<file path="src/rtl/multicycle_control.sv">
// Control FSM for the multicycle RV32I-subset core: sequences fetch/decode/execute/memory/writeback
// and drives every datapath control input. Define BRANCH_BNE_EN to also support bne (funct3 001).
module multicycle_control (
    input  logic        clk,
    input  logic        reset,
    input  logic [31:0] inst,
    input  logic        zero,
    output logic        pc_write,
    output logic        ior_d,
    output logic        mem_read,
    output logic        mem_write,
    output logic        ir_write,
    output logic        mem_to_reg,
    output logic        reg_write,
    output logic        alu_src_a,
    output logic [1:0]  alu_src_b,
    output logic        pc_source,
    output logic [3:0]  alu_control,
    output logic        retire,
    output logic        illegal
);

    localparam int unsigned STATE_W = 4;
    localparam int unsigned ALU_W   = 4;

    typedef enum logic [STATE_W-1:0] {
        FETCH     = 4'd0,
        DECODE    = 4'd1,
        MEM_ADDR  = 4'd2,
        MEM_READ  = 4'd3,
        MEM_WB    = 4'd4,
        MEM_WRITE = 4'd5,
        EXEC_R    = 4'd6,
        EXEC_I    = 4'd7,
        ALU_WB    = 4'd8,
        BRANCH    = 4'd9,
        BR_NT     = 4'd10,
        TRAP      = 4'd11
    } state_e;

    localparam logic [6:0] OP_LW     = 7'b0000011;
    localparam logic [6:0] OP_SW     = 7'b0100011;
    localparam logic [6:0] OP_R      = 7'b0110011;
    localparam logic [6:0] OP_I      = 7'b0010011;
    localparam logic [6:0] OP_BRANCH = 7'b1100011;

    localparam logic [ALU_W-1:0] ALU_AND = 4'b0000;
    localparam logic [ALU_W-1:0] ALU_OR  = 4'b0001;
    localparam logic [ALU_W-1:0] ALU_ADD = 4'b0010;
    localparam logic [ALU_W-1:0] ALU_SUB = 4'b0110;

    state_e state_q, state_d;
    logic   illegal_q, illegal_d;

    logic [6:0] opcode;
    logic [2:0] funct3;
    logic [6:0] funct7;
    logic       unused_inst_bits;

    assign opcode           = inst[6:0];
    assign funct3           = inst[14:12];
    assign funct7           = inst[31:25];
    assign unused_inst_bits = ^{inst[24:15], inst[11:7]};

    logic             r_ok, i_ok, br_ok, br_cond;
    logic [ALU_W-1:0] r_alu, i_alu;

    // Instruction field decode for the execute and branch states.
    always_comb begin : decode
        r_ok    = 1'b1;
        r_alu   = ALU_AND;
        i_ok    = 1'b1;
        i_alu   = ALU_AND;
        br_ok   = 1'b0;
        br_cond = 1'b0;

        case ({funct7, funct3})
            {7'b0000000, 3'b000}: r_alu = ALU_ADD;
            {7'b0100000, 3'b000}: r_alu = ALU_SUB;
            {7'b0000000, 3'b111}: r_alu = ALU_AND;
            {7'b0000000, 3'b110}: r_alu = ALU_OR;
            default:              r_ok  = 1'b0;
        endcase

        case (funct3)
            3'b000:  i_alu = ALU_ADD;
            3'b111:  i_alu = ALU_AND;
            3'b110:  i_alu = ALU_OR;
            default: i_ok  = 1'b0;
        endcase

        case (funct3)
            3'b000: begin
                br_ok   = 1'b1;
                br_cond = zero;
            end
`ifdef BRANCH_BNE_EN
            3'b001: begin
                br_ok   = 1'b1;
                br_cond = ~zero;
            end
`endif
            default: begin
            end
        endcase
    end

    always_ff @(posedge clk) begin : state_reg
        state_q   <= state_d;
        illegal_q <= illegal_d;
    end

    always_comb begin : next_state
        state_d = state_q;
        case (state_q)
            FETCH:  state_d = DECODE;
            DECODE: begin
                case (opcode)
                    OP_LW, OP_SW: state_d = MEM_ADDR;
                    OP_R:         state_d = EXEC_R;
                    OP_I:         state_d = EXEC_I;
                    OP_BRANCH:    state_d = BRANCH;
                    default:      state_d = TRAP;
                endcase
            end
            MEM_ADDR: begin
                if (opcode == OP_SW)      state_d = MEM_WRITE;
                else if (opcode == OP_LW) state_d = MEM_READ;
                else                      state_d = TRAP;
            end
            MEM_READ:  state_d = MEM_WB;
            MEM_WB:    state_d = FETCH;
            MEM_WRITE: state_d = FETCH;
            EXEC_R:    state_d = r_ok ? ALU_WB : TRAP;
            EXEC_I:    state_d = i_ok ? ALU_WB : TRAP;
            ALU_WB:    state_d = FETCH;
            BRANCH: begin
                if (!br_ok)       state_d = TRAP;
                else if (br_cond) state_d = FETCH;
                else              state_d = BR_NT;
            end
            BR_NT:   state_d = FETCH;
            TRAP:    state_d = TRAP;
            default: state_d = FETCH;
        endcase

        if (reset) state_d = FETCH;
        // Sticky until reset; rises together with entry into TRAP.
        illegal_d = reset ? 1'b0 : (illegal_q | (state_d == TRAP));
    end

    logic pc4;

    // Moore outputs from the state register, except the Mealy taken-branch PC write.
    always_comb begin : outputs
        pc_write    = 1'b0;
        ior_d       = 1'b0;
        mem_read    = 1'b0;
        mem_write   = 1'b0;
        ir_write    = 1'b0;
        mem_to_reg  = 1'b0;
        reg_write   = 1'b0;
        alu_src_a   = 1'b0;
        alu_src_b   = 2'b00;
        pc_source   = 1'b0;
        alu_control = ALU_AND;
        retire      = 1'b0;
        illegal     = 1'b0;
        pc4         = 1'b0;

        if (!reset) begin
            illegal = illegal_q;
            case (state_q)
                FETCH: begin
                    mem_read = 1'b1;
                    ir_write = 1'b1;
                end
                DECODE: begin
                    alu_src_b   = 2'b10;
                    alu_control = ALU_ADD;
                end
                MEM_ADDR: begin
                    alu_src_a   = 1'b1;
                    alu_src_b   = 2'b10;
                    alu_control = ALU_ADD;
                end
                MEM_READ: begin
                    mem_read = 1'b1;
                    ior_d    = 1'b1;
                end
                MEM_WB: begin
                    reg_write  = 1'b1;
                    mem_to_reg = 1'b1;
                    pc4        = 1'b1;
                end
                MEM_WRITE: begin
                    mem_write = 1'b1;
                    ior_d     = 1'b1;
                    pc4       = 1'b1;
                end
                EXEC_R: begin
                    alu_src_a   = 1'b1;
                    alu_control = r_alu;
                end
                EXEC_I: begin
                    alu_src_a   = 1'b1;
                    alu_src_b   = 2'b10;
                    alu_control = i_alu;
                end
                ALU_WB: begin
                    reg_write = 1'b1;
                    pc4       = 1'b1;
                end
                BRANCH: begin
                    alu_src_a   = 1'b1;
                    alu_control = ALU_SUB;
                    pc_source   = 1'b1;
                    pc_write    = br_ok & br_cond;
                    retire      = br_ok & br_cond;
                end
                BR_NT:   pc4 = 1'b1;
                default: begin
                end
            endcase

            if (pc4) begin
                alu_src_a   = 1'b0;
                alu_src_b   = 2'b01;
                alu_control = ALU_ADD;
                pc_source   = 1'b0;
                pc_write    = 1'b1;
                retire      = 1'b1;
            end
        end
    end

endmodule
</file>
<file path="config.mk">
export PLATFORM = sky130hd
export DESIGN_NAME = multicycle_control
export DESIGN_NICKNAME = d
export VERILOG_FILES = /design/src/rtl/multicycle_control.sv
export SDC_FILE = /design/constraint.sdc
export NUM_CORES = 1
export LEC_CHECK = 0
export CORE_UTILIZATION = 35
export CTS_CLUSTER_DIAMETER = 150
export DETAILED_ROUTE_END_ITERATION = 6
export PLACE_DENSITY_LB_ADDON = 0.05
export SYNTH_ARGS = -nofsm -noshare
export SYNTH_HDL_FRONTEND = slang
export SYNTH_SLANG_ARGS = --single-unit
</file>
<file path="constraint.sdc">
create_clock -name clk -period 5.6 [get_ports clk]
set_input_delay 1.12 -clock clk [delete_from_list [all_inputs] [get_ports clk]]
set_output_delay 1.12 -clock clk [all_outputs]
set_load 0.005 [all_outputs]
</file>
* Yosys cells after proc, flatten, opt, wreduce, memory -nomap -nowiden
Index checks and enable logic that the tools add are counted.
** Storage, ports and cells
- Logic and storage cells :: 84
- Output and inout port bits :: 17
- Register bits after elaboration :: 5
** Operators by class
- Reduce and logical (&&, ||, !) cells :: 13
- Equality and inequality tests :: 22
- Mux-type cells :: 45
- Bitwise operators :: 2
** Operators with widths (number)
- 4-bit one-hot mux with 4 select lines :: 2
- 4-bit one-hot mux with 8 select lines :: 1
- 1-bit 2-to-1 mux :: 28
- 4-bit 2-to-1 mux :: 7
- 10-bit by 3-bit equality test with 1-bit output (second input constant) :: 2
- 4-bit equality test (second input constant) :: 5
- 4-bit by 3-bit equality test with 1-bit output (second input constant) :: 4
- 7-bit by 6-bit equality test with 1-bit output (second input constant) :: 2
- 4-bit OR reduction :: 3
- 10-bit by 9-bit equality test with 1-bit output (second input constant) :: 1
- 10-bit zero test :: 1
- 2-bit 2-to-1 mux :: 5
- 2-bit OR reduction :: 5
- 3-bit one-hot mux with 3 select lines :: 1
- 4-bit by 2-bit equality test with 1-bit output (second input constant) :: 2
- 7-bit by 2-bit equality test with 1-bit output (second input constant) :: 1
- 7-bit by 5-bit equality test with 1-bit output (second input constant) :: 1
- 7-bit equality test (second input constant) :: 1
- 3-bit equality test (second input constant) :: 2
- 3-bit OR reduction :: 2
- 4-bit by 1-bit equality test with 1-bit output (second input constant) :: 1
- 4-bit zero test :: 1
- 2-bit one-hot mux with 2 select lines :: 1
- 3-bit zero test :: 1
- other kinds (2) :: 2

* Depth between registers and ports, before layout
Gate-level depths: netlist of run 1.
- Depth after elaboration :: 8
- Mapped depth :: 7

* Worst setup path before layout of run 1
No wires, ideal clock.
- Kind :: in2out
- Start :: input port inst[26]
- End :: output port alu_control[1]
- Required time :: 4.480 ns
- Cell stages on the path :: 5
- Setup slack :: 2.240 ns
- Arrival :: 2.240 ns
- Cells stage by stage :: or4_1 nor3_2 o21ai_0 a21oi_1 a31o_2
** Between the ends
- Word-level cells in the longest chain between the ends :: 5
- Elaborated cells between the ends (all ways) :: 7
- Those cells by class :: eq/ne: 2; mux: 4; reduce/logical: 1
** Ends and longest elaborated chain
- from (decl) :: line 6 : input logic [31:0] inst,
- 10-bit by 3-bit equality test with 1-bit output (tied with other cells) :: line 77 : case ({funct7, funct3})
- 3-bit one-hot mux with 3 select lines (*) :: line 77
- 4-bit one-hot mux with 4 select lines (*) :: line 173 : case (state_q)
- 4-bit 2-to-1 mux (*) :: line 226 : if (pc4) begin
- 4-bit 2-to-1 mux (*) :: line 171 : if (!reset) begin
- to (decl) :: line 18 : output logic [3:0] alu_control,
Mark *: on every way between the ends. The rest lies on a longest branch, timed or not.

* Worst setup path in the final report of run 1
Same ends and word-level chain as after synthesis.

==> run metrics, run 1 <==
WP data arrival=3.23 ns; Max Transition Viols Final=0; vias per inst=between 5 and 6; met2 GRT Util=0.3235; Max Freq=0.2299 GHz; first-pass GRT wire length=around 2.9 mm; top cells by area, synth=dfxtp_1, nor2_1, a21oi_1; total chip power=367.2 uW; reg2reg setup slack=between 3 and 4 ns; gpl congestion=0.7770; clock latency on the worst-skew pair=0.24 ns; Setup Buffers After CTS=0; Setup-failing EPs final=0; TritonCTS clock tree=done; clk slew on worst S/H paths=~0.05 ns; CORE AREA=approximately 1700 sq um; Root Driver=clkbuf_4; CTS max path bufs=2; Async S/R FF share, synth=0; Vias=between 800 and 900; Switching Fraction=0.4391; Nets=~160; reg2reg path depth=5; internal power=between 200 and 250 uW; DIE HEIGHT=~45 um; max-cap violations=0; port bufs=35; CP Launch Point=inst[26]; overall global routing resource usage=0.2002; Syn Area/Cell=between 6 and 7 sq um; Routed Antenna Nets=0; worst clock skew=just under 0.007 ns; Worst setup EP type=output pin; die area=roughly 2000 sq um; largest net degree at the start of global routing=19; area delta synth->final=57.14%; r2r startpoint=state_q[0]$_DFF_P_; met3 Usage GRT=0.02800; layout cells sized above 1=0.07031; total grt overflow=0; power share of the combinational group=0.622; Seq/Total Area, Yosys=0.1566; # H-tree levels=1; status=finished, final reports clean; kind of start point of the critical path=input port; Clock Sinks=5; DR DRC count=0; Most Used Layer, Global Route=met2; ANT cells=0; static leakage=0.3575 nW; post-cts sizing count=0; Clock power frac=0.115; Rows=15; Net Switching=about 160 uW; Cell Area, Synth=roughly 640 sq um; Routed WL=1.868 mm; Final Hold Fails=0; 1st-pass router iterations=4; Setup TNS=0 ns; cell taking the most area after synthesis=dfxtp_1; total CTS buffers=3; synthesized instance count=97; met1 global-route usage=0.2567; Final min period=about 4.4 ns; 1st-iter DRT viols=22; CTS hold repair buffers=0; WL/cell=12.21 um; VDD IR max=approximately 0.19 mV; vias in the first global route=around 640; Top FF cell, synth=dfxtp_1; R2R Path End=illegal_q$_SDFF_PP0_; post-synth net total=approximately 130; Max FO, Critical Path=4; initial antenna violation count=0; Die Wd=around 45 um; synthesis-stage register bit count=5; critical path endpoint=alu_control[1]; Yosys top cell area share=0.1566; HPWL Detailed=1.354 mm; effective utilization at floorplan=0.3703; Yosys warning total=0; IO Count=between 50 and 60; RSZ-0062 raised after global routing=false; Post-synth EDFFs=0; Reg power frac=0.263; worst hold path class=reg2reg; Cell Pwr Density=around 370 nW/um^2; headroom to the max-slew limit=0.6416; crit path kind=in2out; Final period util=0.7769; worst slew pin tran=around 0.54 ns; synth unique cells=36; FILL cells=179; Req. time, crit path=about 4.5 ns
## routing by layer
layer,vias to the layer above,part of all wire
li1,415,-
met1,369,0.45
met2,32,0.47
met3,2,0.062
met4,0,0.010
met5,-,0
## power groups by stage
| stage | Sequential [mW] | Combinational (mW) | Clock (mW) |
|---|---|---|---|
| after floorplan | 0.0597 | 0.176 | 0 |
| after global placement | 0.0975 | 0.226 | 0 |
| after detailed placement | 0.0965 | 0.227 | 0 |
| after CTS | 0.0958 | 0.229 | 0.0426 |
| after global routing | 0.103 | 0.254 | 0.0448 |
| final | 0.0967 | 0.228 | 0.0421 |
## synthesized netlist by cell type, types with 3 or more instances
cell	count
nor2_1	12
nor4_1	4
dfxtp_1	5
buf_4	3
nor3_1	7
inv_1	6
nor2b_1	4
nand2_1	5
a21oi_1	8
clkbuf_1	4
o21ai_0	4
a31oi_1	4
nand2b_1	4
## how the worst min path moves through the flow
stage,start,endpoint,slack (ns),cells after the start
2_1_floorplan,illegal_q$_SDFF_PP0_,illegal_q$_SDFF_PP0_,0.46,2
3_3_place_gp,illegal_q$_SDFF_PP0_,illegal_q$_SDFF_PP0_,0.47,2
3_5_place_dp,illegal_q$_SDFF_PP0_,illegal_q$_SDFF_PP0_,0.49,2
4_1_cts,illegal_q$_SDFF_PP0_,illegal_q$_SDFF_PP0_,0.49,2
5_1_grt,illegal_q$_SDFF_PP0_,illegal_q$_SDFF_PP0_,0.52,2
6_report,illegal_q$_SDFF_PP0_,illegal_q$_SDFF_PP0_,0.49,2
## state kept, by name, indices dropped and copies added (netlist names)
name	count
illegal_q	1
state_q	4
## placed cells by master (no fill, tap or decap), types with 2 or more instances in the layout
cell             netlist  final
a211oi_1               2      2
a21oi_1                8      8
a31o_2                 2      2
a31oi_1                4      4
clkbuf_4               0      3
clkdlybuf4s50_1        0     35
dfxtp_1                5      5
inv_1                  6      6
nand2_1                5      5
nand2b_1               4      4
nand3_1                2      2
nand3b_1               2      2
nor2_1                12     12
nor2b_1                4      4
nor3_1                 7      7
nor4_1                 4      4
o21ai_0                4      4
## critical path, stage by stage
cell and delay [ns]:
clkdlybuf4s50_1 0.38, or4_1 0.53, nor3_2 0.22, o21ai_0 0.14, a21oi_1 0.18, a31o_2 0.17, clkdlybuf4s50_1 0.49
## cell type report
type | instances | area [sq um] | area share
repair buffers | 35 | 350.3 | 0.3487
flip-flops and latches | 5 | 100.1 | 0.09963
multi-input cells | 78 | 474.2 | 0.4720
well taps | 25 | 31.28 | 0.03113
clock buffers | 4 | 26.28 | 0.02615
inverters | 6 | 22.52 | 0.02242
## kinds of logic (layout without fill, tap and decap cells)
| kind of cell | Yosys count | in the layout | synth area share |
|---|---|---|---|
| other | 1 | 1 | 0.005865 |
| DFF | 5 | 5 | 0.1566 |
| and+or+nand+nor | 48 | 48 | 0.4207 |
| buffers and inverters | 14 | 45 | 0.1017 |
| xor gates and xnor gates | 1 | 1 | 0.01370 |
| AOI/OAI and AO/OA | 28 | 28 | 0.3014 |
## through the flow
step / worst slack, ns / instances / hold slack, ns / area, sq um / util
finish: 1.249 / 153 / 0.4924 / 1005 / 0.5819
CTS: 1.243 / 153 / 0.4948 / 1005 / 0.5819
global route: 1.133 / 153 / 0.5215 / 1005 / 0.5819
detailed placement: 1.249 / 149 / 0.4876 / 978.4 / 0.5667
global placement: 1.247 / 149 / 0.4712 / 978.4 / 0.5667
floorplan: 2.240 / 97 / 0.4557 / 639.4 / -
No activity file was read; power rests on OpenSTA's default activity.
==> run 2, diff against run 1 <==
Settings changed: CORE_UTILIZATION 35 to 29.
Clock period 5.6 ns to 3.74 ns, I/O delays scaled along.
==> run 2 against run 1 <==
Clock-buffer cell count unchanged. Routed wire length down 0.70%. Core utilization fell by 7.6 points. Cell count rose by 2.6%. Non-clock buffer count up 2. Setup slack got worse by 1.0 ns. Sequential share of layout area fell by 0.17 points. Flip-flop and latch count stayed put. Total power is 50% higher. Die area rose by 20%.
==> run metrics, run 2 (synthesized netlist as in run 1, its figures left out) <==
overall global routing resource usage=0.1658; vias per inst=5.293; Vias=~830; most frequent cells in the layout=clkdlybuf4s50_1, nor2_1, a21oi_1; Die Wd=approximately 50 um; Worst setup EP type=output pin; Max Transition Viols Final=0; Req. time, crit path=approximately 3.0 ns; 1st-iter DRT viols=9; Setup Buffers After CTS=0; clk slew on worst S/H paths=0.04 ns; RSZ-0062 raised after global routing=false; hold path endpoint=illegal_q$_SDFF_PP0_; Max Freq=0.2836 GHz; Final min period=between 3 and 4 ns; worst slew pin tran=approximately 0.56 ns; 1st-pass router iterations=4; Rows=16; WL/cell=between 10 and 15 um; TritonCTS clock tree=done; Nets=166; DR DRC count=0; CTS max path bufs=2; FILL cells=between 200 and 250; vias in the first global route=761; Final Hold Fails=0; kind of start point of the critical path=input port; total grt overflow=0; die area=~2400 sq um; ANT cells=0; R2R Path End=illegal_q$_SDFF_PP0_; largest net degree at the start of global routing=19; reg2reg setup slack=roughly 1.9 ns; initial antenna violation count=0; layout cells sized above 1=0.08462; multi-input logic area=474.2 sq um; DIE HEIGHT=~49 um; gpl congestion=around 0.75; area delta synth->final=59.88%; Final period util=0.9428; effective utilization at floorplan=0.3162; static leakage=0.3682 nW; total CTS buffers=3; crit path kind=in2out; port bufs=35; status=finished, final reports clean; top flop regs=state_q (4), illegal_q (1); max-cap violations=0; Hold Path Origin=illegal_q$_SDFF_PP0_; Inst Count DP=~150; Clock Sinks=5; Root Driver=clkbuf_4; CORE AREA=2022 sq um; Setup-failing EPs final=0; Max FO, Critical Path=2; Routed WL=~1.9 mm; worst hold path class=reg2reg; Cell Pwr Density=around 540 nW/um^2; CTS hold repair buffers=0; post-cts sizing count=0; Top reg by flops=state_q; Sequential Area=~100 sq um; headroom to the max-slew limit=0.6264; Post-Place Worst Slack=between 0.2 and 0.25 ns; WP data arrival=2.78 ns; final core utilization=0.5056; final cell count without fillers=157; HPWL Detailed=between 1 and 1.5 mm; Final Worst Setup Slack=around 0.21 ns; Hold Path Depth=2; r2r startpoint=state_q[0]$_DFF_P_; most common cell after layout, fill and taps aside=clkdlybuf4s50_1; # H-tree levels=1; Largest register FFs=4; Setup TNS=0 ns; first-pass GRT wire length=about 3.1 mm; VDD IR max=~0.25 mV; Routed Antenna Nets=0; IO Count=52; clock latency on the worst-skew pair=0.24 ns; reg2reg path depth=5; worst clock skew=roughly 0.0018 ns
[run 2: cell count changes in the layout (fill, tap and decap cells not counted)]
cell / before / now
buf_4: 0 / 2
[run 2: metal layers]
metal	wire length [um]	part of all wire	global-route usage
met1	851	0.46	0.2008
met2	901	0.49	0.2870
met3	102	0.055	0.05296
met4	0	0	0.02941
met5	0	0	0
[run 2: metrics by stage]
stage	hold WS, ns	power, mW	cell area [sq um]
6_report	0.4775	0.5523	1022
2_1_floorplan	0.4557	0.3536	639.4
4_1_cts	0.4865	0.5565	1022
3_3_place_gp	0.4724	0.4896	996.0
5_1_grt	0.5249	0.6120	1022
3_5_place_dp	0.4803	0.4890	996.0
[run 2: area by class of cell]
cell class,instances,share of cell area
multi-input cells,78,0.4639
flip-flops and latches,5,0.09792
well taps,27,0.03305
clock buffers,4,0.02570
repair buffers,37,0.3574
inverters,6,0.02203
[run 2: critical path, stage by stage]
cell and delay [ns]:
clkdlybuf4s50_1 0.38, or4_1 0.53, nor3_2 0.13, o21ai_0 0.11, a21oi_1 0.20, a31o_2 0.17, clkdlybuf4s50_1 0.49
[run 2: how the worst max path moves through the flow]
stage | startpoint | endpoint | slack [ns]
5_1_grt | inst[26] | alu_control[1] | 0.13
3_5_place_dp | inst[26] | alu_control[1] | 0.23
3_3_place_gp | inst[26] | alu_control[1] | 0.22
6_report | inst[26] | alu_control[1] | 0.21
2_1_floorplan | inst[26] | alu_control[1] | 1.12
4_1_cts | inst[26] | alu_control[1] | 0.22
[run 2: power by group]
group	internal (mW)	leakage, nW	total [mW]	switching (mW)
clock	0.0403	0.0150	0.0624	0.0220
sequential	0.0742	0.0411	0.146	0.0714
combinational	0.194	0.312	0.344	0.150
==> run 3, diff against run 2 <==
Settings changed: CORE_UTILIZATION 29 to 32.
Clock period 3.74 ns to 3.3 ns, I/O delays scaled along.
==> run 3 against run 2 <==
Die area decreased by 9.0%. Clock skew increased by 0.0024 ns. Sequential share of layout area decreased by 0.15 points. Combinational power increased by 12%. Critical path type unchanged. Total power increased by 13%. Clock power increased by 19%. Routed wire length increased by 1.0%. Global-route usage increased by 0.93 points. Critical path depth increased by 1. Clock-buffer cell count unchanged.
==> run metrics, run 3 (synthesized netlist as in run 1, its figures left out) <==
status=finished, final reports clean; Inst Count DP=152; Rows=15; Final Worst Setup Slack=0.1154 ns; Worst setup EP type=output pin; DR DRC count=0; area delta synth->final=62.43%; Top reg by flops=state_q; most frequent cells in the layout=clkdlybuf4s50_1, nor2_1, a21oi_1; # H-tree levels=1; kind of start point of the critical path=input port; Max Transition Viols Final=0; Final period util=0.9650; die area=between 2000 and 2500 sq um; largest net degree at the start of global routing=19; worst hold path class=reg2reg; Nets=168; layout cells sized above 1=0.09848; total grt overflow=0; overall global routing resource usage=0.1751; CP max stage cell=or4_1; first-pass GRT wire length=~2.9 mm; CORE AREA=between 1500 and 2000 sq um; total chip power=~620 uW; VDD IR max=between 0.3 and 0.4 mV; Final Hold Fails=0; most common cell after layout, fill and taps aside=clkdlybuf4s50_1; gpl congestion=~0.78; Routed WL=~1.9 mm; crit path kind=in2out; CTS max path bufs=2; IO Count=52; Post-Place Worst Slack=-0.04554 ns; effective utilization at floorplan=0.3549; CP peak stage delay=0.53 ns; worst clock skew=just over 0.004 ns; Largest register FFs=4; multi-input logic area=~470 sq um; Setup-failing EPs final=0; WL/cell=~12 um; Routed Antenna Nets=0; top flop regs=state_q (4), illegal_q (1); Vias=between 800 and 900; Req. time, crit path=2.64 ns; clock latency on the worst-skew pair=between 0.2 and 0.3 ns; crit-path cells=clkdlybuf4s50_1, or4_1, nor3_2, buf_4, o21ai_1, a21oi_1, a31o_2, dlygate4sd2_1; DIE HEIGHT=46.70 um; Cell Pwr Density=roughly 600 nW/um^2; total CTS buffers=3; headroom to the max-slew limit=0.6335; Die Wd=between 40 and 50 um; max-cap violations=0; ANT cells=0; vias per inst=between 5 and 6; Clock Sinks=5; final cell count without fillers=about 160; HPWL Detailed=about 1.4 mm; Setup TNS=0 ns; Max Freq=0.3140 GHz; RSZ-0062 raised after global routing=false; clk slew on worst S/H paths=~0.050 ns; 1st-pass router iterations=4; static leakage=about 0.42 nW; Sequential Area=roughly 100 sq um; 1st-iter DRT viols=23; initial antenna violation count=0; TritonCTS clock tree=done; worst slew pin tran=roughly 0.55 ns; vias in the first global route=707; Max FO, Critical Path=2; Root Driver=clkbuf_4; Final min period=3.185 ns; WP data arrival=about 2.5 ns; port bufs=35; FILL cells=~200
-- run 3: final cells by class --
type | instances | share of cell area
multi-input combinational | 78 | 0.4566
timing repair buffer | 39 | 0.3699
sequential | 5 | 0.09639
tap | 25 | 0.03012
clock buffer | 4 | 0.02530
inverter | 6 | 0.02169
-- run 3: where the power goes --
group / leakage (nW) / internal [mW] / switching, mW
Clock: 0.0150 / 0.0459 / 0.0286
Sequential: 0.0411 / 0.0841 / 0.0786
Combinational: 0.361 / 0.216 / 0.171
Total: 0.417 / 0.346 / 0.278
-- run 3: path summary, 6_finish.rpt --
kind	start	depth (start not counted)	to	slack [ns]
max	inst[26]	8	alu_control[1]	0.12
min	illegal_q$_SDFF_PP0_	2	illegal_q$_SDFF_PP0_	0.48
min reg2reg	illegal_q$_SDFF_PP0_	2	illegal_q$_SDFF_PP0_	0.48
max reg2reg	state_q[0]$_DFF_P_	5	illegal_q$_SDFF_PP0_	1.51
-- run 3: metal layers --
layer	GRT usage	vias up	wire, um
met4	0.03429	0	14
met5	0	-	0
li1	-	426	-
met2	0.2972	34	861
met1	0.2431	383	894
met3	0.01176	2	103
-- run 3: repair_timing --
item / CTS / global route
setup buffers: 0 / 1
hold buffers: 0 / 0
pin swaps: 0 / 2
gates resized for setup: 2 / 2
setup endpoints to repair: 1 / 2
-- run 3: per-stage QoR --
step	hold WS, ns	area, sq um	util
2_1_floorplan	0.4557	639.4	-
3_3_place_gp	0.4749	1001	0.5556
3_5_place_dp	0.4828	1001	0.5556
4_1_cts	0.4896	1026	0.5694
5_1_grt	0.5219	1039	0.5764
6_report	0.4844	1039	0.5764
-- run 3: critical path, delay by kind of cell --
kind	cells	cell delay [ns]
buffers and inverters	3	0.74
AO/OA/AOI/OAI	3	0.39
AND/OR/NAND/NOR	2	0.73
